==> config.mk <==
export PLATFORM = sky130hd
export DESIGN_NAME = adder_subtractor
export DESIGN_NICKNAME = d
export VERILOG_FILES = /design/src/rtl/sap_pkg.sv /design/src/rtl/b_register.sv /design/src/rtl/adder_subtractor.sv
export SDC_FILE = /design/constraint.sdc
export NUM_CORES = 1
export LEC_CHECK = 0
export ABC_AREA = 1
export ABC_CLOCK_PERIOD_IN_PS = 4300
export BUFFER_PORTS_ARGS = -buffer_cell sky130_fd_sc_hd__buf_2
export CORE_MARGIN = 1
export CORE_UTILIZATION = 53
export CTS_BUF_LIST = sky130_fd_sc_hd__clkbuf_4 sky130_fd_sc_hd__clkbuf_8
export DETAILED_ROUTE_END_ITERATION = 16
export GPL_TIMING_DRIVEN = 0
export PLACE_DENSITY = 0.9
export REMOVE_ABC_BUFFERS = 1
export SLEW_MARGIN = 20
export SYNTH_ARGS = -nofsm -noshare
export SYNTH_HDL_FRONTEND = slang
export SYNTH_SLANG_ARGS = --single-unit
==> constraint.sdc <==
create_clock -name CLK -period 4.3 [get_ports CLK]
set_input_delay 0.86 -clock CLK [delete_from_list [all_inputs] [get_ports CLK]]
set_output_delay 0.86 -clock CLK [all_outputs]
set_load 0.005 [all_outputs]
==> src/rtl/sap_pkg.sv <==
`default_nettype none
// ============================================================================
//  Module      : sap_pkg
//  Description : Shared definitions for the SAP-style adder/subtractor block.
//                Holds the controller state encoding and the all-ones value
//                presented on the W bus when the result is not enabled.
//  Contents    : state_t   - IDLE / CALC / HOLD controller states
//                BUS_IDLE  - all-ones bus-idle pattern, sliced to width
//                            by the user (supports widths up to 64)
//  Revision    : 1.0 - initial release
// ============================================================================
package sap_pkg;

   typedef enum logic [1:0] {
      IDLE = 2'b00,
      CALC = 2'b01,
      HOLD = 2'b10
   } state_t;

   localparam int                       BUS_MAX_WIDTH = 64;
   localparam logic [BUS_MAX_WIDTH-1:0] BUS_IDLE      = {BUS_MAX_WIDTH{1'b1}};

endpackage : sap_pkg
`default_nettype wire

==> src/rtl/b_register.sv <==
`default_nettype none
// ============================================================================
//  Module      : b_register
//  Description : Operand B holding register, loaded from the W bus.
//  Ports       : CLK      in   system clock, rising edge
//                CLR_bar  in   asynchronous active-low clear
//                Lb_bar   in   active-low load enable
//                data_in  in   W bus value [WIDTH]
//                b_out    out  stored operand [WIDTH]
//  Revision    : 1.0 - initial release
// ============================================================================
module b_register #(
   parameter int WIDTH = 8
) (
   input  logic             CLK,
   input  logic             CLR_bar,
   input  logic             Lb_bar,
   input  logic [WIDTH-1:0] data_in,
   output logic [WIDTH-1:0] b_out
);

   // A load on the same edge as a calculation is fine: the datapath reads
   // b_out before this edge updates it, so the calculation sees the old B.
   always_ff @(posedge CLK or negedge CLR_bar) begin
      if (!CLR_bar) begin
         b_out <= '0;
      end else if (!Lb_bar) begin
         b_out <= data_in;
      end
   end

endmodule : b_register
`default_nettype wire

==> src/rtl/adder_subtractor.sv <==
`default_nettype none
// ============================================================================
//  Module      : adder_subtractor
//  Description : Registered adder/subtractor for a SAP-style W bus. A start
//                pulse captures the operation, the next edge computes
//                acc_in +/- B into a result register, after which the result
//                is held (valid) until re-started or read out with Eu.
//  Ports       : CLK         in   system clock, rising edge
//                CLR_bar     in   asynchronous active-low reset
//                Lb_bar      in   active-low load of B from data_in
//                Su          in   0 = add, 1 = subtract (sampled on start)
//                start       in   one-cycle compute request
//                Eu          in   drive result onto the W bus
//                data_in     in   W bus value [WIDTH]
//                acc_in      in   accumulator value [WIDTH]
//                data_out    out  result when Eu=1, else all-ones [WIDTH]
//                busy        out  high in CALC
//                valid       out  high in HOLD
//                carry_flag  out  carry-out (add) / no-borrow (subtract)
//                zero_flag   out  result equals zero
//  Config      : ADDSUB_FLAGS_EN - when defined, carry_flag/zero_flag are
//                registered at the CALC edge; otherwise both are tied low.
//  Revision    : 1.0 - initial release
// ============================================================================
module adder_subtractor
   import sap_pkg::*;
#(
   parameter int WIDTH = 8
) (
   input  logic             CLK,
   input  logic             CLR_bar,
   input  logic             Lb_bar,
   input  logic             Su,
   input  logic             start,
   input  logic             Eu,
   input  logic [WIDTH-1:0] data_in,
   input  logic [WIDTH-1:0] acc_in,
   output logic [WIDTH-1:0] data_out,
   output logic             busy,
   output logic             valid,
   output logic             carry_flag,
   output logic             zero_flag
);

   // -------------------------------------------------------------------------
   // Operand B register
   // -------------------------------------------------------------------------
   logic [WIDTH-1:0] b_value;

   b_register #(
      .WIDTH (WIDTH)
   ) u_b_register (
      .CLK     (CLK),
      .CLR_bar (CLR_bar),
      .Lb_bar  (Lb_bar),
      .data_in (data_in),
      .b_out   (b_value)
   );

   // -------------------------------------------------------------------------
   // Datapath: subtract is acc + ~B + 1, so the carry-out of the widened sum
   // is the true carry for add and the no-borrow (acc >= B) for subtract.
   // -------------------------------------------------------------------------
   state_t           state;
   logic             op_sub;
   logic [WIDTH-1:0] result;
   logic [WIDTH-1:0] b_operand;
   logic [WIDTH:0]   sum_full;

   assign b_operand = op_sub ? ~b_value : b_value;
   assign sum_full  = {1'b0, acc_in} + {1'b0, b_operand} + {{WIDTH{1'b0}}, op_sub};

   // -------------------------------------------------------------------------
   // Controller and result register. busy/valid are registered alongside the
   // state so they change on exactly the same edge as the state does.
   // -------------------------------------------------------------------------
   always_ff @(posedge CLK or negedge CLR_bar) begin
      if (!CLR_bar) begin
         state  <= IDLE;
         op_sub <= 1'b0;
         result <= '0;
         busy   <= 1'b0;
         valid  <= 1'b0;
      end else begin
         case (state)
            IDLE: begin
               if (start) begin
                  op_sub <= Su;
                  state  <= CALC;
                  busy   <= 1'b1;
                  valid  <= 1'b0;
               end
            end
            CALC: begin
               // acc_in is taken here, not at the start edge
               result <= sum_full[WIDTH-1:0];
               state  <= HOLD;
               busy   <= 1'b0;
               valid  <= 1'b1;
            end
            HOLD: begin
               // a new start takes priority over reading the result out
               if (start) begin
                  op_sub <= Su;
                  state  <= CALC;
                  busy   <= 1'b1;
                  valid  <= 1'b0;
               end else if (Eu) begin
                  state  <= IDLE;
                  valid  <= 1'b0;
               end
            end
            default: begin
               state  <= IDLE;
               busy   <= 1'b0;
               valid  <= 1'b0;
            end
         endcase
      end
   end

   // -------------------------------------------------------------------------
   // Status flags
   // -------------------------------------------------------------------------
`ifdef ADDSUB_FLAGS_EN
   always_ff @(posedge CLK or negedge CLR_bar) begin
      if (!CLR_bar) begin
         carry_flag <= 1'b0;
         zero_flag  <= 1'b0;
      end else if (state == CALC) begin
         carry_flag <= sum_full[WIDTH];
         zero_flag  <= (sum_full[WIDTH-1:0] == '0);
      end
   end
`else
   logic unused_carry;

   assign unused_carry = sum_full[WIDTH];
   assign carry_flag   = 1'b0;
   assign zero_flag    = 1'b0;
`endif

   // -------------------------------------------------------------------------
   // W bus output: combinational in every state, all-ones when not enabled
   // -------------------------------------------------------------------------
   assign data_out = Eu ? result : BUS_IDLE[WIDTH-1:0];

endmodule : adder_subtractor
`default_nettype wire
* Word level (Yosys, flattened, before mapping)
Index checks and enable logic that the tools add are counted.
Word-level totals: input port bits 22, output and inout bits 12, word-level logic and storage cells 30, register bits after elaboration 21
Operators by class: reductions and logical operators 4, equality and inequality tests 5, add/sub/neg operators 2, bitwise logic cells 1, muxes and demuxes 12
Operators by type and width (number):
- 8-bit 2-to-1 mux | 2
- 8-bit by 1-bit adder with 8-bit output | 1
- 8-bit adder | 1
- 8-bit NOT | 1
- 2-bit 2-to-1 mux | 3
- 2-bit one-hot mux with 3 select lines | 1
- 1-bit 2-to-1 mux | 5
- 2-bit AND reduction | 2
- 3-bit != test (second input constant) | 1
- 1-bit one-hot mux with 3 select lines | 1
- 2-bit by 1-bit == test with 1-bit output (second input constant) | 1
- 2-bit == test (second input constant) | 1
- 2-bit zero test | 1
- 2-bit by 1-bit != test with 1-bit output (second input constant) | 1
- 2-bit != test (second input constant) | 1
- 2-bit OR reduction | 1

* Depth between registers and ports, before layout
word-level depth 4, gate-level depth with buffers 12, mapped depth without buffers 11

* Cells and area by module
Synthesis repeated with hierarchy kept, for this count alone.
Unflattened totals: cell total of the unflattened synthesis 160, area, all modules 1246.2 um^2
By module, submodules not included:
- adder_subtractor | area each 940.9 um^2, cells each 126, sequential area each 300.3 um^2, instances 1
- b_register | area each 305.3 um^2, cells each 34, sequential area each 200.2 um^2, instances 1

* Worst setup path after synthesis
Ideal clock, no wire load.
path type in2out, from in Eu, to out data_out[0], data required time 3440 ps, stages on the path 2, path buffers 0, slack 2249 ps, arrival time 1191 ps, path through inv_1 -> or2_2
Between the ends: longest elaborated chain between the ends 1
RTL lines:
- start, declared | RTL line adder_subtractor.sv:35 | input logic Eu,
- 8-bit 2-to-1 mux | RTL line adder_subtractor.sv:146 | assign data_out = Eu ? result : BUS_IDLE[WIDTH-1:0];
- end, declared | RTL line adder_subtractor.sv:38 | output logic [WIDTH-1:0] data_out,
No other way between the ends.

* Worst setup path in the final report
from in Eu, to out data_out[7]
Same word-level chain as after synthesis.

==> flow_summary.toml <==
[status]
status = "complete, no violations"

[layout]
layout.cells.non_filler = 203
antenna_cells = 0
num-fill-cells = 197
drive_above_1_share_pct = 34.3
areaGrowthSynthToFinish_pct = 16.9
fin_nets = 205

[setup_path]
ff2ff_path_depth = 8
path_buf_inv = 3
path_max_fanout = 8
crit_path_frequent_cell = "buf_2"
rrSetupSlack_ns = 2.39
cp.arrival_ns = 1.43
slowest_stage = "or2_2"
cp.required_ns = 3.44
max_stage_delay_ns = 0.28
crit_type = "in -> out"
crit_chain = "buf_2, inv_1, or2_2, buf_2"
path_depth = 4
startpoint_type = "input port"
end_kind = "output pin"
crit_family = "buffers and inverters"

[drt]
wl_met1_um = 926
routed.top_layer = "met4"
wl_per_cell_um = 10.2
drt-total-wl_mm = 2.08
drc = 0
postRouteAntennaNets = 0
avgViaCountPerCell = 4.80
dr.pass1.iters = 2
vias = 975
wl_met3_um = 86
first_iter_violations = 4
met2_length_mm = 1.03

[clock_tree]
cts_buffer_depth = 2
cts_resized = 0
cts_made_buffers = 3
htreeDepth = 1
clock-root-buffer = "clkbuf_4"
insertion_delay_ns = 0.31
clk_pin_slew_ns = 0.12
cts_setup_buffers = 0
holdBufCountCts = 0
cts_tree = "built"
clkSinkCount = 20

[floorplanning]
core_um2 = 2210
die_w_um = 50.5
dieArea_um2 = 2550
fp.dieH_um = 50.5
start_util_pct = 56.3
io_pins = 34
fp-row-count = 17

[grt]
grt_pass1_wl_mm = 3.56
grt-ovfl-total = 0
grt_start_max_net_pins = 21
grt_use_total_pct = 18.4
antenna_found_initial = 0
first_global_vias = 931

[placed_design]
place.gp.congestion = 0.765
portBuffers = 31
dp.cells = 199
dpl.hpwl_mm = 1.71

[timing]
period_share_pct = 53.3
layout_min_cycle_time_ns = 2.29
grt_setup_unrepaired = "false"
hold_viol = 0
clock.fmax_ghz = 0.436
drv_slew = 0
finalSetupTns_ns = 0
fin_skew_ns = 0.0133
setup_violations = 0

[power_and_ir_drop]
p_leak_nw = 0.795
irDropWorstVdd_mv = 0.288
powerDensity_nw_per_um2 = 433

[synthesis]
ys_types = 28
yosysWarnings = 0
ys_seq_area_share_pct = 40.2
synthesis.instances = 144
avgSynthCellArea_um2 = 8.65
ys_ff_latch = 20
netlist_area_um2 = 1240

[run]
max_cap_violations = 0

[worst_hold_path]
hold_path_class = "in -> async"
placed cells by master (no fill, tap or decap), types with 6 or more instances in the layout:
cell	instances
a21oi_1	6
buf_2	31
dfrtp_1	20
ha_1	6
inv_1	11
mux2_2	6
nand2_1	34
nand3_1	8
or2_2	7
xor2_1	6
report_power, final:
part           internal, mW  switching [mW]  total (mW)
combinational         0.105           0.121       0.226
clock                0.0943          0.0581       0.152
sequential            0.227          0.0246       0.252
metrics by stage:
step / utilization [%] / instance area [um2] / total power [mW] / setup slack, ns / hold slack, ns
5_1_grt: 65.8 / 1460 / 0.677 / 1.96 / 0.497
6_report: 65.8 / 1460 / 0.631 / 2.01 / 0.465
4_1_cts: 65.8 / 1460 / 0.637 / 2.00 / 0.481
2_1_floorplan: - / 1210 / 0.417 / 2.25 / 0.434
3_5_place_dp: 63.4 / 1400 / 0.482 / 2.00 / 0.462
3_3_place_gp: 63.4 / 1400 / 0.470 / 2.01 / 0.448
synthesized netlist by cell type (all sizes together):
cell     n  share of area [%]
nand2   39                 14
clkinv   1               0.30
ha       6                6.0
nand3    8                3.2
a21o     1               0.60
o21a     1               0.60
xnor2    3                2.1
or2      8                4.0
dfrtp   20                 40
inv     16                4.8
nand4    3                1.5
mux2     6                5.4
xor2     6                4.2
fa       1                1.6
nor2     7                2.9
conb     1               0.30
buf      5                2.9
a21oi    6                2.4
o21ai    6                2.4
path summary, 6_finish.rpt:
kind,to,from
setup reg to reg,result[5],op_sub
max in group asynchronous,u_b_register.b_out[6],CLR_bar
hold / removal,result[2],CLR_bar
hold reg to reg,state[0],state[0]
min in group CLK,state[0],state[0]
setup / recovery,data_out[7],Eu
flip-flops by register name (all words and copies together), names as in the netlist:
register,flops
result,8
u_b_register.b_out,8
state,2
busy,1
op_sub,1
metal layers:
metal	vias up	track usage (%)
met1	432	22.4
met2	29	33.3
met5	-	0
li1	511	-
met4	0	6.94
met3	3	1.82
worst reg2reg max path, cell delays in order, from the launching register on:
cell,delay (ns)
dfrtp_1,0.56
xor2_1,0.23
ha_1,0.37
a21oi_1,0.28
nand2_4,0.09
nand2_2,0.07
nand3_1,0.06
nand3_1,0.08
nand2_1,0.05
kinds of logic after synthesis:
| group | share of synthesized area (%) |
|---|---|
| and+or+nand+nor | 26.0 |
| DFF | 40.2 |
| muxes | 5.43 |
| buffers and inverters | 8.04 |
| other | 0.301 |
| adders and majority gates | 7.64 |
| xor gates and xnor gates | 6.33 |
| AOI/OAI and AO/OA | 6.03 |
final cells by class:
class                   count  area, um2  share of cell area, %
clock buffers               3       22.5                   1.55
well taps                  28       35.0                   2.41
inverters                  17       63.8                   4.39
clock inverters             1       30.0                   2.06
flip-flops and latches     20        500                   34.4
repair buffers             31        155                   10.7
multi-input cells         103        648                   44.5
No activity file was read; power rests on OpenSTA's default activity.
